$ cat config.mk
export PLATFORM = sky130hd
export DESIGN_NAME = led_pwm_fader
export DESIGN_NICKNAME = d
export VERILOG_FILES = /design/src/rtl/led_pwm_pkg.sv /design/src/rtl/led_pwm_fader_channel.sv /design/src/rtl/led_pwm_fader.sv
export SDC_FILE = /design/constraint.sdc
export NUM_CORES = 1
export LEC_CHECK = 0
export ABC_AREA = 1
export CORE_ASPECT_RATIO = 0.9
export CORE_MARGIN = 4
export CORE_UTILIZATION = 30
export DETAILED_ROUTE_END_ITERATION = 10
export GPL_TIMING_DRIVEN = 0
export HOLD_SLACK_MARGIN = 0.1
export PLACE_DENSITY = 0.47
export SETUP_SLACK_MARGIN = 0.4
export SLEW_MARGIN = 20
export SYNTH_ARGS = -nofsm -noshare
export SYNTH_HDL_FRONTEND = slang
export SYNTH_HIERARCHICAL = 1
export SYNTH_SLANG_ARGS = --single-unit
export TNS_END_PERCENT = 1
$ cat constraint.sdc
create_clock -name i_clk -period 2.2 [get_ports i_clk]
set_clock_uncertainty 0.15 [all_clocks]
set_input_delay 0.66 -clock i_clk [delete_from_list [all_inputs] [get_ports i_clk]]
set_output_delay 0.66 -clock i_clk [all_outputs]
set_load 0.1 [all_outputs]
$ cat src/rtl/led_pwm_pkg.sv
// Shared types for the LED PWM fader: channel mode and breathe ramp direction.
package led_pwm_pkg;

    localparam int MODE_W = 2;

    typedef enum logic [MODE_W-1:0] {
        MODE_OFF     = 2'd0,
        MODE_STATIC  = 2'd1,
        MODE_BLINK   = 2'd2,
        MODE_BREATHE = 2'd3
    } mode_t;

    typedef enum logic {
        BR_UP   = 1'b0,
        BR_DOWN = 1'b1
    } breathe_st_t;

endpackage

$ cat src/rtl/led_pwm_fader_channel.sv
// One LED channel: shadow/active config, optional breathe ramp (LED_PWM_BREATHE_EN), PWM compare.
//   state   | meaning
//   BR_UP   | ramp level rising toward duty, one step per PWM period
//   BR_DOWN | ramp level falling toward 0, one step per PWM period
module led_pwm_channel
    import led_pwm_pkg::*;
#(
    parameter int PWM_W      = 8,
    parameter bit ACTIVE_LOW = 1'b0
) (
    input  logic             i_clk,
    input  logic             i_rst,
    input  logic             i_we,
    input  logic [PWM_W-1:0] i_duty,
    input  mode_t            i_mode,
    input  logic             i_bound,
    input  logic [PWM_W-1:0] i_pwm,
    input  logic             i_blink_msb,
    output logic             o_led
);

    localparam logic [PWM_W-1:0] LVL_MAX = '1;

    logic [PWM_W-1:0] r_sh_duty;
    logic [PWM_W-1:0] r_act_duty;
    mode_t            r_sh_mode;
    mode_t            r_act_mode;
    logic [PWM_W-1:0] w_level;
    logic             w_on;

    // Active config only moves at a period boundary so a duty change never cuts a pulse short.
    always_ff @(posedge i_clk) begin
        if (i_rst) begin
            r_sh_duty  <= '0;
            r_sh_mode  <= MODE_OFF;
            r_act_duty <= '0;
            r_act_mode <= MODE_OFF;
        end else begin
            if (i_we) begin
                r_sh_duty <= i_duty;
                r_sh_mode <= i_mode;
            end
            if (i_bound) begin
                r_act_duty <= r_sh_duty;
                r_act_mode <= r_sh_mode;
            end
        end
    end

`ifdef LED_PWM_BREATHE_EN
    logic [PWM_W-1:0] r_ramp;
    breathe_st_t      r_st;

    // A mode change landing at this boundary restarts the ramp from zero.
    always_ff @(posedge i_clk) begin
        if (i_rst) begin
            r_ramp <= '0;
            r_st   <= BR_UP;
        end else if (i_bound) begin
            if (r_sh_mode != r_act_mode) begin
                r_ramp <= '0;
                r_st   <= BR_UP;
            end else if (r_act_mode == MODE_BREATHE) begin
                unique case (r_st)
                    BR_UP: begin
                        if (r_ramp < r_act_duty) r_ramp <= r_ramp + 1'b1;
                        else                     r_st   <= BR_DOWN;
                    end
                    BR_DOWN: begin
                        if (r_ramp != '0) r_ramp <= r_ramp - 1'b1;
                        else              r_st   <= BR_UP;
                    end
                endcase
            end
        end
    end
`endif

    always_comb begin
        w_level = '0;
        unique case (r_act_mode)
            MODE_OFF:     w_level = '0;
            MODE_STATIC:  w_level = r_act_duty;
            MODE_BLINK:   w_level = i_blink_msb ? '0 : r_act_duty;
`ifdef LED_PWM_BREATHE_EN
            MODE_BREATHE: w_level = r_ramp;
`else
            MODE_BREATHE: w_level = r_act_duty;
`endif
        endcase
    end

    // Full-scale level means solid on; otherwise the counter never reaches all-ones inside the pulse.
    assign w_on = (w_level == LVL_MAX) || (i_pwm < w_level);

    always_ff @(posedge i_clk) begin
        if (i_rst) o_led <= ACTIVE_LOW;
        else       o_led <= w_on ^ ACTIVE_LOW;
    end

endmodule

$ cat src/rtl/led_pwm_fader.sv
// Multi-channel LED PWM fader: shared prescaler/PWM/blink timebase, per-channel write decode.
// Breathe ramp compiled in only when LED_PWM_BREATHE_EN is defined.
module led_pwm_fader
    import led_pwm_pkg::*;
#(
    parameter int NUM_CH     = 3,
    parameter int PWM_W      = 8,
    parameter int PRESCALE   = 16,
    parameter int BLINK_W    = 6,
    parameter bit ACTIVE_LOW = 1'b0
) (
    input  logic                                        i_clk,
    input  logic                                        i_rst,
    input  logic                                        i_wr_en,
    input  logic [((NUM_CH > 1) ? $clog2(NUM_CH) : 1)-1:0] i_wr_ch,
    input  logic [PWM_W-1:0]                            i_wr_duty,
    input  logic [MODE_W-1:0]                           i_wr_mode,
    output logic [NUM_CH-1:0]                           o_led,
    output logic                                        o_period
);

    localparam int CH_W = (NUM_CH > 1) ? $clog2(NUM_CH) : 1;
    localparam int PS_W = (PRESCALE > 1) ? $clog2(PRESCALE) : 1;
    localparam logic [PS_W-1:0]  PS_LAST  = PS_W'(PRESCALE - 1);
    localparam logic [PWM_W-1:0] PWM_LAST = '1;

    logic [PS_W-1:0]    r_presc;
    logic [PWM_W-1:0]   r_pwm;
    logic [BLINK_W-1:0] r_blink;
    logic               w_tick;
    logic               w_bound;

    assign w_tick  = (r_presc == PS_LAST);
    assign w_bound = w_tick && (r_pwm == PWM_LAST);
    assign o_period = w_bound && !i_rst;

    always_ff @(posedge i_clk) begin
        if (i_rst) begin
            r_presc <= '0;
            r_pwm   <= '0;
            r_blink <= '0;
        end else begin
            r_presc <= w_tick ? '0 : r_presc + 1'b1;
            if (w_tick)  r_pwm   <= r_pwm + 1'b1;
            if (w_bound) r_blink <= r_blink + 1'b1;
        end
    end

    // Channel indices at or above NUM_CH match no instance, so those writes vanish.
    for (genvar g = 0; g < NUM_CH; g++) begin : g_ch
        logic w_we;
        assign w_we = i_wr_en && (i_wr_ch == CH_W'(g));

        led_pwm_channel #(
            .PWM_W      (PWM_W),
            .ACTIVE_LOW (ACTIVE_LOW)
        ) u_ch (
            .i_clk       (i_clk),
            .i_rst       (i_rst),
            .i_we        (w_we),
            .i_duty      (i_wr_duty),
            .i_mode      (mode_t'(i_wr_mode)),
            .i_bound     (w_bound),
            .i_pwm       (r_pwm),
            .i_blink_msb (r_blink[BLINK_W-1]),
            .o_led       (o_led[g])
        );
    end

endmodule

Word level (Yosys, flattened, before mapping)
Index checks and enable logic that the tools add are counted.
- register bits: 81
- bits of input ports: 15
- output and inout port bits: 4
- add/sub/neg operators: 3
- $lt $le $gt $ge: 3
- eq/ne operators: 16
- mux-type cells: 6
- reductions and logical operators: 17
- operator list (kind ; count):
    one-hot mux 8 bit (3 select lines) ; 3
    == test 8 bit (second input constant) ; 4
    < comparator 8 bit ; 3
    2-to-1 mux 8 bit ; 3
    == test 2 bit (second input constant) ; 7
    adder 8 x 1 -> 8 bit (second input constant) ; 1
    == test 2 x 1 -> 1 bit (second input constant) ; 4
    logical NOT 2 bit ; 4
    OR reduction 2 bit ; 4
    adder 6 x 1 -> 6 bit (second input constant) ; 1
    logical AND 1 bit ; 5
    adder 4 x 1 -> 4 bit (second input constant) ; 1
    == test 4 bit (second input constant) ; 1
    logical OR 1 bit ; 3
    logical NOT 1 bit ; 1

Depth between registers and ports, before layout
Gate-level depths: netlist (run 1).
- word-level depth: 5
- depth in mapped cells: 12
- gate-level depth less buffers: 12

By module
The synthesis (run 1) kept the hierarchy.
- by module, submodules not included (module ; instances ; cells an instance ; area each (um2) ; sequential area each (um2)):
    led_pwm_channel (g_ch[0].u_ch ...) ; 2 ; 128 ; 962.2 ; 420.4
    led_pwm_channel (g_ch[2].u_ch) ; 1 ; 128 ; 955.9 ; 420.4
    led_pwm_fader ; 1 ; 118 ; 877.1 ; 360.3

Least setup slack after synthesis (run 1)
OpenSTA, ideal clock, no wires.
- path kind: reg-to-output
- start point: register r_pwm[0]
- end point: output o_period
- arrival: 2.208 ns
- slack: -0.818 ns
- cell stages (with the launch flop): 6
- cell sequence: dfxtp_1 -> ha_1 -> inv_1 -> nor2_2 -> nand3_4 -> nor2_1
- word-level cells in the longest chain between the ends: 3
- RTL lines (element ; line ; source):
    from (decl) ; led_pwm_fader.sv:28 ; logic [PWM_W-1:0] r_pwm;
    from (signal assigned) ; led_pwm_fader.sv:44 ; if (w_tick) r_pwm <= r_pwm + 1'b1;
    == test 8 bit ; led_pwm_fader.sv:34 ; assign w_bound = w_tick && (r_pwm == PWM_LAST);
    logical AND 1 bit ; led_pwm_fader.sv:34 ;
    logical AND 1 bit ; led_pwm_fader.sv:35 ; assign o_period = w_bound && !i_rst;
    to (decl) ; led_pwm_fader.sv:19 ; output logic o_period
Every way passes these cells.

Worst setup path in the final report (run 1)
- start point: register r_presc[0]
- end point: output o_period
- word-level cells in the longest chain between the ends: 3
- RTL lines (element ; line ; source):
    from (decl) ; led_pwm_fader.sv:27 ; logic [PS_W-1:0] r_presc;
    from (signal assigned) ; led_pwm_fader.sv:43 ; r_presc <= w_tick ? '0 : r_presc + 1'b1;
    == test 4 bit ; led_pwm_fader.sv:33 ; assign w_tick = (r_presc == PS_LAST);
    logical AND 1 bit ; led_pwm_fader.sv:34 ;
    logical AND 1 bit ; led_pwm_fader.sv:35 ;
Every way passes these cells.

==> results.md, run 1 <==
- Crit-path cells: ha_4 -> nand2_4 -> nor2_4 -> nand3_4 -> nor2_4 -> buf_12
- Detailed placement HPWL: 6.628 mm
- Overflow after GRT: 0
- Initial antenna violation count: 0
- Violated checks: setup timing
- Antenna fix cells: 0
- Worst r2r src: r_presc[0]$_SDFF_PP0_
- First-pass GRT wire length: 15.58 mm
- DRC viols: 0
- H-tree Lvls: 3
- Pwr Total: 3.086 mW
- Synth Warn #: 6
- Min-Delay Path Depth: 2
- Worst setup margin: -20.39 ps
- Netlist Area Pre-Place: 3757 sq um
- Num CTS Buffers: 9
- Detailed Route WL: 9.126 mm
- Share of cells above drive strength 1: 0.1996
- HP Start: g_ch[2].u_ch/r_sh_mode[1]$_SDFFE_PP0P_
- Post-synthesis register bit count: 81
- Ports: 19
- Area Growth Syn to Fin: 26.31%
- Maximum vdd ir drop: 0.4656 mV
- Syn Inst Count: 502
- Async set-reset flop share out of synthesis: 0
- Routed wire length per instance: 13.02 um
- Register area share after synthesis: 0.4316
- Initial Utilization: 0.3087
- Count of input and output buffers: 18
- Iteration-0 DRC Markers: 158
- Die area: 14380 sq um
- Ys flop type: dfxtp_1
- WHS Endpoint: g_ch[2].u_ch/r_sh_mode[1]$_SDFFE_PP0P_
- Unique masters post-synth: 29
- Top cell type's share of synthesized area: 0.4316
- Number of nets in the layout: 577
- Final worst path period share: 1.009
- Drt pass-1 iters: 4
- Clock-pin transition on the worst setup and hold timing paths: 60 ps
- PwrDens: 650.3 nW/um^2
- Top cells by area, synth: dfxtp_1 43%, nand2_1 18%, a21oi_1 8.9%
- Worst-margin pin slew: 582.9 ps
- Worst Setup Start Kind: flop
- Placed inst area: 4183 sq um
- Fin util: 0.3899
- Syn_nets: 541
- Number of global-route vias before repair: 3144
- Top layer in use: met4
- Vias: 3216
- Total core area: 12170 sq um
- Deepest clock path buffer count: 2
- Top-count cell post-synth: nand2_1
- Die span in y: 114.2 um
- Number of vias per cell: 4.588
- Post-Layout Cell Count: 701
- M1 WL: 4.499 mm
- Die width: 126.0 um
- GRT Total Usage: 0.1353
- Crit path max fanout: 2
- Critical Path Max Stage Delay: 350 ps
- Crit path time final: 2220 ps
- Final setup vio count: 1
- Crit path required time: 1390 ps
- Final Cell Area: 4746 sq um
- Final ANT Viol Nets: 0
- Crit-path most repeated cell: nor2_4
- Final hold vios: 0
- R2R Path End: g_ch[1].u_ch/r_act_duty[2]$_SDFFE_PP0P_
- Crit. End Element: output pin
- Area leader, netlist: dfxtp_1
- Root Driver: clkbuf_16
- Worst Hold Class: flop to flop
- P_leak: 1.747 nW
- Most frequent cells after synthesis: 180 x nand2_1, 81 x dfxtp_1, 67 x a21oi_1
- Status: complete, but fails checks
- Clk_lat worst skew: 340 ps
- Critical-path top delay cell: dfxtp_2
- Placer congestion estimate: 0.7475
- WL met2: 4.173 mm
- Dpl cells: 680
- Depth of the most critical reg-to-reg path: 10
- Worst Path Arrival: 1410 ps
- Post-synth EDFFs: 0
- Clock sinks: 81
- RSZ-0062 raised after global routing: true
- TNS Setup: -20.39 ps
- Worst R2R Setup Slack: 400 ps
- Fmax: 450.4 MHz
- Largest net degree at the start of global routing: 14
- Final slew viol count: 0
- Setup CP Type: flop to output pin
- Slew margin rel.: 0.6114
- CTS tree: yes
- Core Rows: 38
- Total of max-cap violations: 0
- Met3 Routed Length: 352 um
- Mean Syn Cell Area: 7.485 sq um
- Critical Path Source: r_presc[0]$_SDFF_PP0_
[layer usage]
layer	global-route usage	vias to the layer above
met4	0.03503	0
met3	0.04291	11
met2	0.2187	43
met5	0	-
met1	0.1762	1467
li1	-	1695
[cell usage in the layout, fill, tap and decap left out, drive strengths merged, types with 2 or more instances in the layout]
cell type,n
nand2,196
dfxtp,81
a21oi,71
nor2,41
inv,31
ha,24
buf,20
clkbuf,19
clkdlybuf4s50,13
nand3,12
a211oi,11
nor3,8
clkinv,4
xor2,3
o21ai,2
[kinds of logic (layout without fill, tap and decap cells)]
kind of cell / after synthesis / count (layout) / synth area share
simple gates: 260 / 260 / 0.3017
buf+inv: 49 / 88 / 0.05295
flops: 81 / 81 / 0.4316
compound gates: 84 / 84 / 0.1245
xor+xnor: 4 / 4 / 0.009326
fa+ha+maj: 24 / 24 / 0.07992
[metrics by stage]
| step | setup WS, ps | hold WS (ps) |
|---|---|---|
| 6_report | -20.39 | 313.1 |
| 5_1_grt | -103.4 | 335.8 |
| 4_1_cts | -42.91 | 313.8 |
| 3_5_place_dp | -1481 | 291.0 |
| 3_3_place_gp | -1506 | 284.9 |
| 2_1_floorplan | 27.81 | 269.7 |
[state kept, by name, indices dropped and copies added (netlist names)]
signal / flops
g_ch.u_ch/r_act_duty: 24
g_ch.u_ch/r_sh_duty: 24
r_pwm: 8
g_ch.u_ch/r_act_mode: 6
g_ch.u_ch/r_sh_mode: 6
r_blink: 6
r_presc: 4
g_ch.u_ch/o_led: 3
[worst max-delay path by stage]
| stage | end | slack (ps) | cells past startpoint |
|---|---|---|---|
| after detailed placement | o_period | -1480 | 4 |
| after CTS | o_period | -40 | 6 |
| final | o_period | -20 | 6 |
| after global placement | o_period | -1510 | 4 |
| after floorplan | o_period | 30 | 5 |
| after global routing | o_period | -100 | 6 |
[power breakdown]
part / leakage [nW] / internal (mW) / total, mW / switching [mW]
Clock: 0.143 / 0.858 / 1.46 / 0.604
Sequential: 0.662 / 1.48 / 1.50 / 0.0157
Combinational: 0.942 / 0.0533 / 0.128 / 0.0743
[worst max-delay path, delay by kind of cell (launching register included)]
| kind | cells | cell delay [ps] |
|---|---|---|
| adder cells (fa/ha/maj) | 1 | 150 |
| buffers and inverters | 1 | 180 |
| flip-flops | 1 | 350 |
| AND/OR/NAND/NOR | 4 | 400 |
[layout make-up]
class | count | area (sq um)
well taps | 160 | 200.2
repair buffers | 25 | 230.2
fillers | 1299 | 7426
plain buffers | 16 | 116.4
inverters | 33 | 151.4
clock inverters | 3 | 22.52
flip-flops and latches | 81 | 1653
multi-input cells | 372 | 2108
clock buffers | 11 | 264.0
[repair_timing]
action                                  in CTS  in global routing
endpoints found under the setup margin      78                 64
pin swaps                                   10                 10
buffers inserted                             7                  0
gates resized for setup                     65                 25
hold buffers                                 0                  0
(Power assumes the default switching activity.)
==> run 2: changes to the inputs <==
--- a/config.mk
+++ b/config.mk
@@ -8,11 +8,12 @@
 export ABC_AREA = 1
 export CORE_ASPECT_RATIO = 0.9
 export CORE_MARGIN = 4
-export CORE_UTILIZATION = 30
+export CORE_UTILIZATION = 40
 export DETAILED_ROUTE_END_ITERATION = 10
+export GPL_ROUTABILITY_DRIVEN = 0
 export GPL_TIMING_DRIVEN = 0
 export HOLD_SLACK_MARGIN = 0.1
-export PLACE_DENSITY = 0.47
+export PLACE_DENSITY = 0.58
 export SETUP_SLACK_MARGIN = 0.4
 export SLEW_MARGIN = 20
 export SYNTH_ARGS = -nofsm -noshare
==> run 2 against run 1 <==
Net effect: the flow still finishes with violations (setup timing); worst hold slack better by 3.0 ps; wire length decreased by 6.4%; utilization rose by 11 points; via count shrank 0.31%; cell count down 5.3%; clock power down 24%; clock-buffer cell count fell by 1; die area decreased by 23%; sequential cell count is the same; combinational power about the same; sequential share of layout area increased by 1.7 points; first-iteration DRC count shrank 18%; critical endpoint unchanged; highest routed layer unchanged.
==> results.md, run 2 (synthesis gave the netlist of run 1 again) <==
- CTS tree: yes
- Slew margin rel.: 0.6402
- Die span in y: 99.95 um
- Final hold vios: 0
- Total of max-cap violations: 0
- Final ANT Viol Nets: 0
- Root Driver: clkbuf_8
- Number of global-route vias before repair: 3098
- Status: complete, but fails checks
- Detailed Route WL: 8.545 mm
- HP Start: g_ch[1].u_ch/r_sh_duty[1]$_SDFFE_PP0P_
- Most common library cell in the layout ignoring fill and taps: nand2_1
- Core Rows: 33
- DRC viols: 0
- Dpl cells: 642
- Largest net degree at the start of global routing: 16
- Worst-margin pin slew: 539.7 ps
- Clock-pin transition on the worst setup and hold timing paths: 90 ps
- Die area: 11010 sq um
- H-tree Lvls: 3
- First-pass GRT wire length: 14.68 mm
- Antenna fix cells: 0
- Post-Layout Cell Count: 664
- Initial Utilization: 0.4118
- Final worst path period share: 1.016
- Share of cells above drive strength 1: 0.1845
- Final Cell Area: 4518 sq um
- Ports: 19
- Final slew viol count: 0
- Area Growth Syn to Fin: 20.25%
- PwrDens: 605.2 nW/um^2
- RSZ-0062 raised after global routing: true
- Critical Path Source: r_pwm[5]$_SDFFE_PP0P_
- Number of vias per cell: 4.828
- Deepest clock path buffer count: 2
- Worst Hold Class: flop to flop
- Fin util: 0.4951
- Hold Slack: 316.1 ps
- Met2 Use GR: 0.2729
- Initial antenna violation count: 0
- Total core area: 9125 sq um
- Violated checks: setup timing
- Clock sinks: 81
- Iteration-0 DRC Markers: 129
- Count of input and output buffers: 18
- Crit path required time: 1390 ps
- Gr busiest metal: met2
- Number of nets in the layout: 576
- P_leak: 1.673 nW
- Placed inst area: 4135 sq um
- Met1 GRT Util: 0.2250
- Drt pass-1 iters: 4
- Worst Path Arrival: 1420 ps
- Routed wire length per instance: 12.87 um
- Filler cells: 929
- Final setup vio count: 1
- Overflow after GRT: 0
- GRT Total Usage: 0.1699
- Pwr Total: 2.735 mW
- Most frequent cells in the layout: 180 x nand2_1, 70 x dfxtp_1, 65 x a21oi_1
- Fmax: 447.5 MHz
- Vias: 3206
- Largest regs: g_ch.u_ch/r_act_duty (24), g_ch.u_ch/r_sh_duty (24), r_pwm (8)
- Clk_lat worst skew: 350 ps
- Worst setup margin: -34.74 ps
- Setup CP Type: flop to output pin
- Num CTS Buffers: 9
- TNS Setup: -34.74 ps
- Crit. End Element: output pin
- Worst Setup Start Kind: flop
- Maximum vdd ir drop: 0.3581 mV
- Worst r2r src: r_blink[5]$_SDFFE_PP0P_
- Crit path time final: 2235 ps
- Die width: 110.2 um
- Detailed placement HPWL: 6.210 mm
- Met3 usage: 0.04116
- Dpl ws: -1447 ps
- Crit path max fanout: 8
-- run 2: cell count changes in the layout (fill, tap and decap cells not counted), sizes merged --
cell    previous run  this run
inv               31        33
buf               20        21
clkbuf            19        16
clkinv             4         5
-- run 2: worst max-delay path, stage by stage (launching register included) --
cell and delay (ps):
dfxtp_2 440, nand2_1 120, nor2_4 120, nand3_4 100
nor2_4 110, buf_12 180
-- run 2: path summary, 6_finish.rpt --
| path | endpoint | slack, ps | cells past startpoint |
|---|---|---|---|
| worst max-delay path | o_period | -30 | 5 |
| worst min-delay path | g_ch[1].u_ch/r_sh_duty[1]$_SDFFE_PP0P_ | 320 | 2 |
| worst max register to register | g_ch[0].u_ch/o_led$_SDFF_PP0_ | 350 | 10 |
| worst min register to register | g_ch[1].u_ch/r_sh_duty[1]$_SDFFE_PP0P_ | 320 | 2 |
-- run 2: routing by layer --
layer / up-vias / part of all wire
li1: 1691 / -
met1: 1455 / 0.49
met2: 52 / 0.46
met3: 8 / 0.039
met4: 0 / 0.011
met5: - / 0
-- run 2: layout make-up --
| type | instances | area, sq um | share of cell area |
|---|---|---|---|
| Clock buffer | 10 | 127.6 | 0.02825 |
| Tap cell | 122 | 152.6 | 0.03379 |
| Multi-Input combinational cell | 372 | 2029 | 0.4492 |
| Timing Repair Buffer | 24 | 230.2 | 0.05096 |
| Sequential cell | 81 | 1650 | 0.3653 |
| Clock inverter | 6 | 73.82 | 0.01634 |
| Buffer | 16 | 116.4 | 0.02575 |
| Inverter | 33 | 137.6 | 0.03046 |
-- run 2: report_power, final --
part	internal [mW]	switching [mW]	leakage (nW)
combinational	0.0510	0.0743	0.909
clock	0.542	0.572	0.102
sequential	1.48	0.0155	0.662
total	2.07	0.661	1.67
-- run 2: what timing repair did --
item / in CTS / in global routing
endpoints found under the setup margin: 73 / 56
gates resized for setup: 59 / 24
buffers inserted: 6 / 0
hold buffers: 0 / 0
pin swaps: 9 / 6
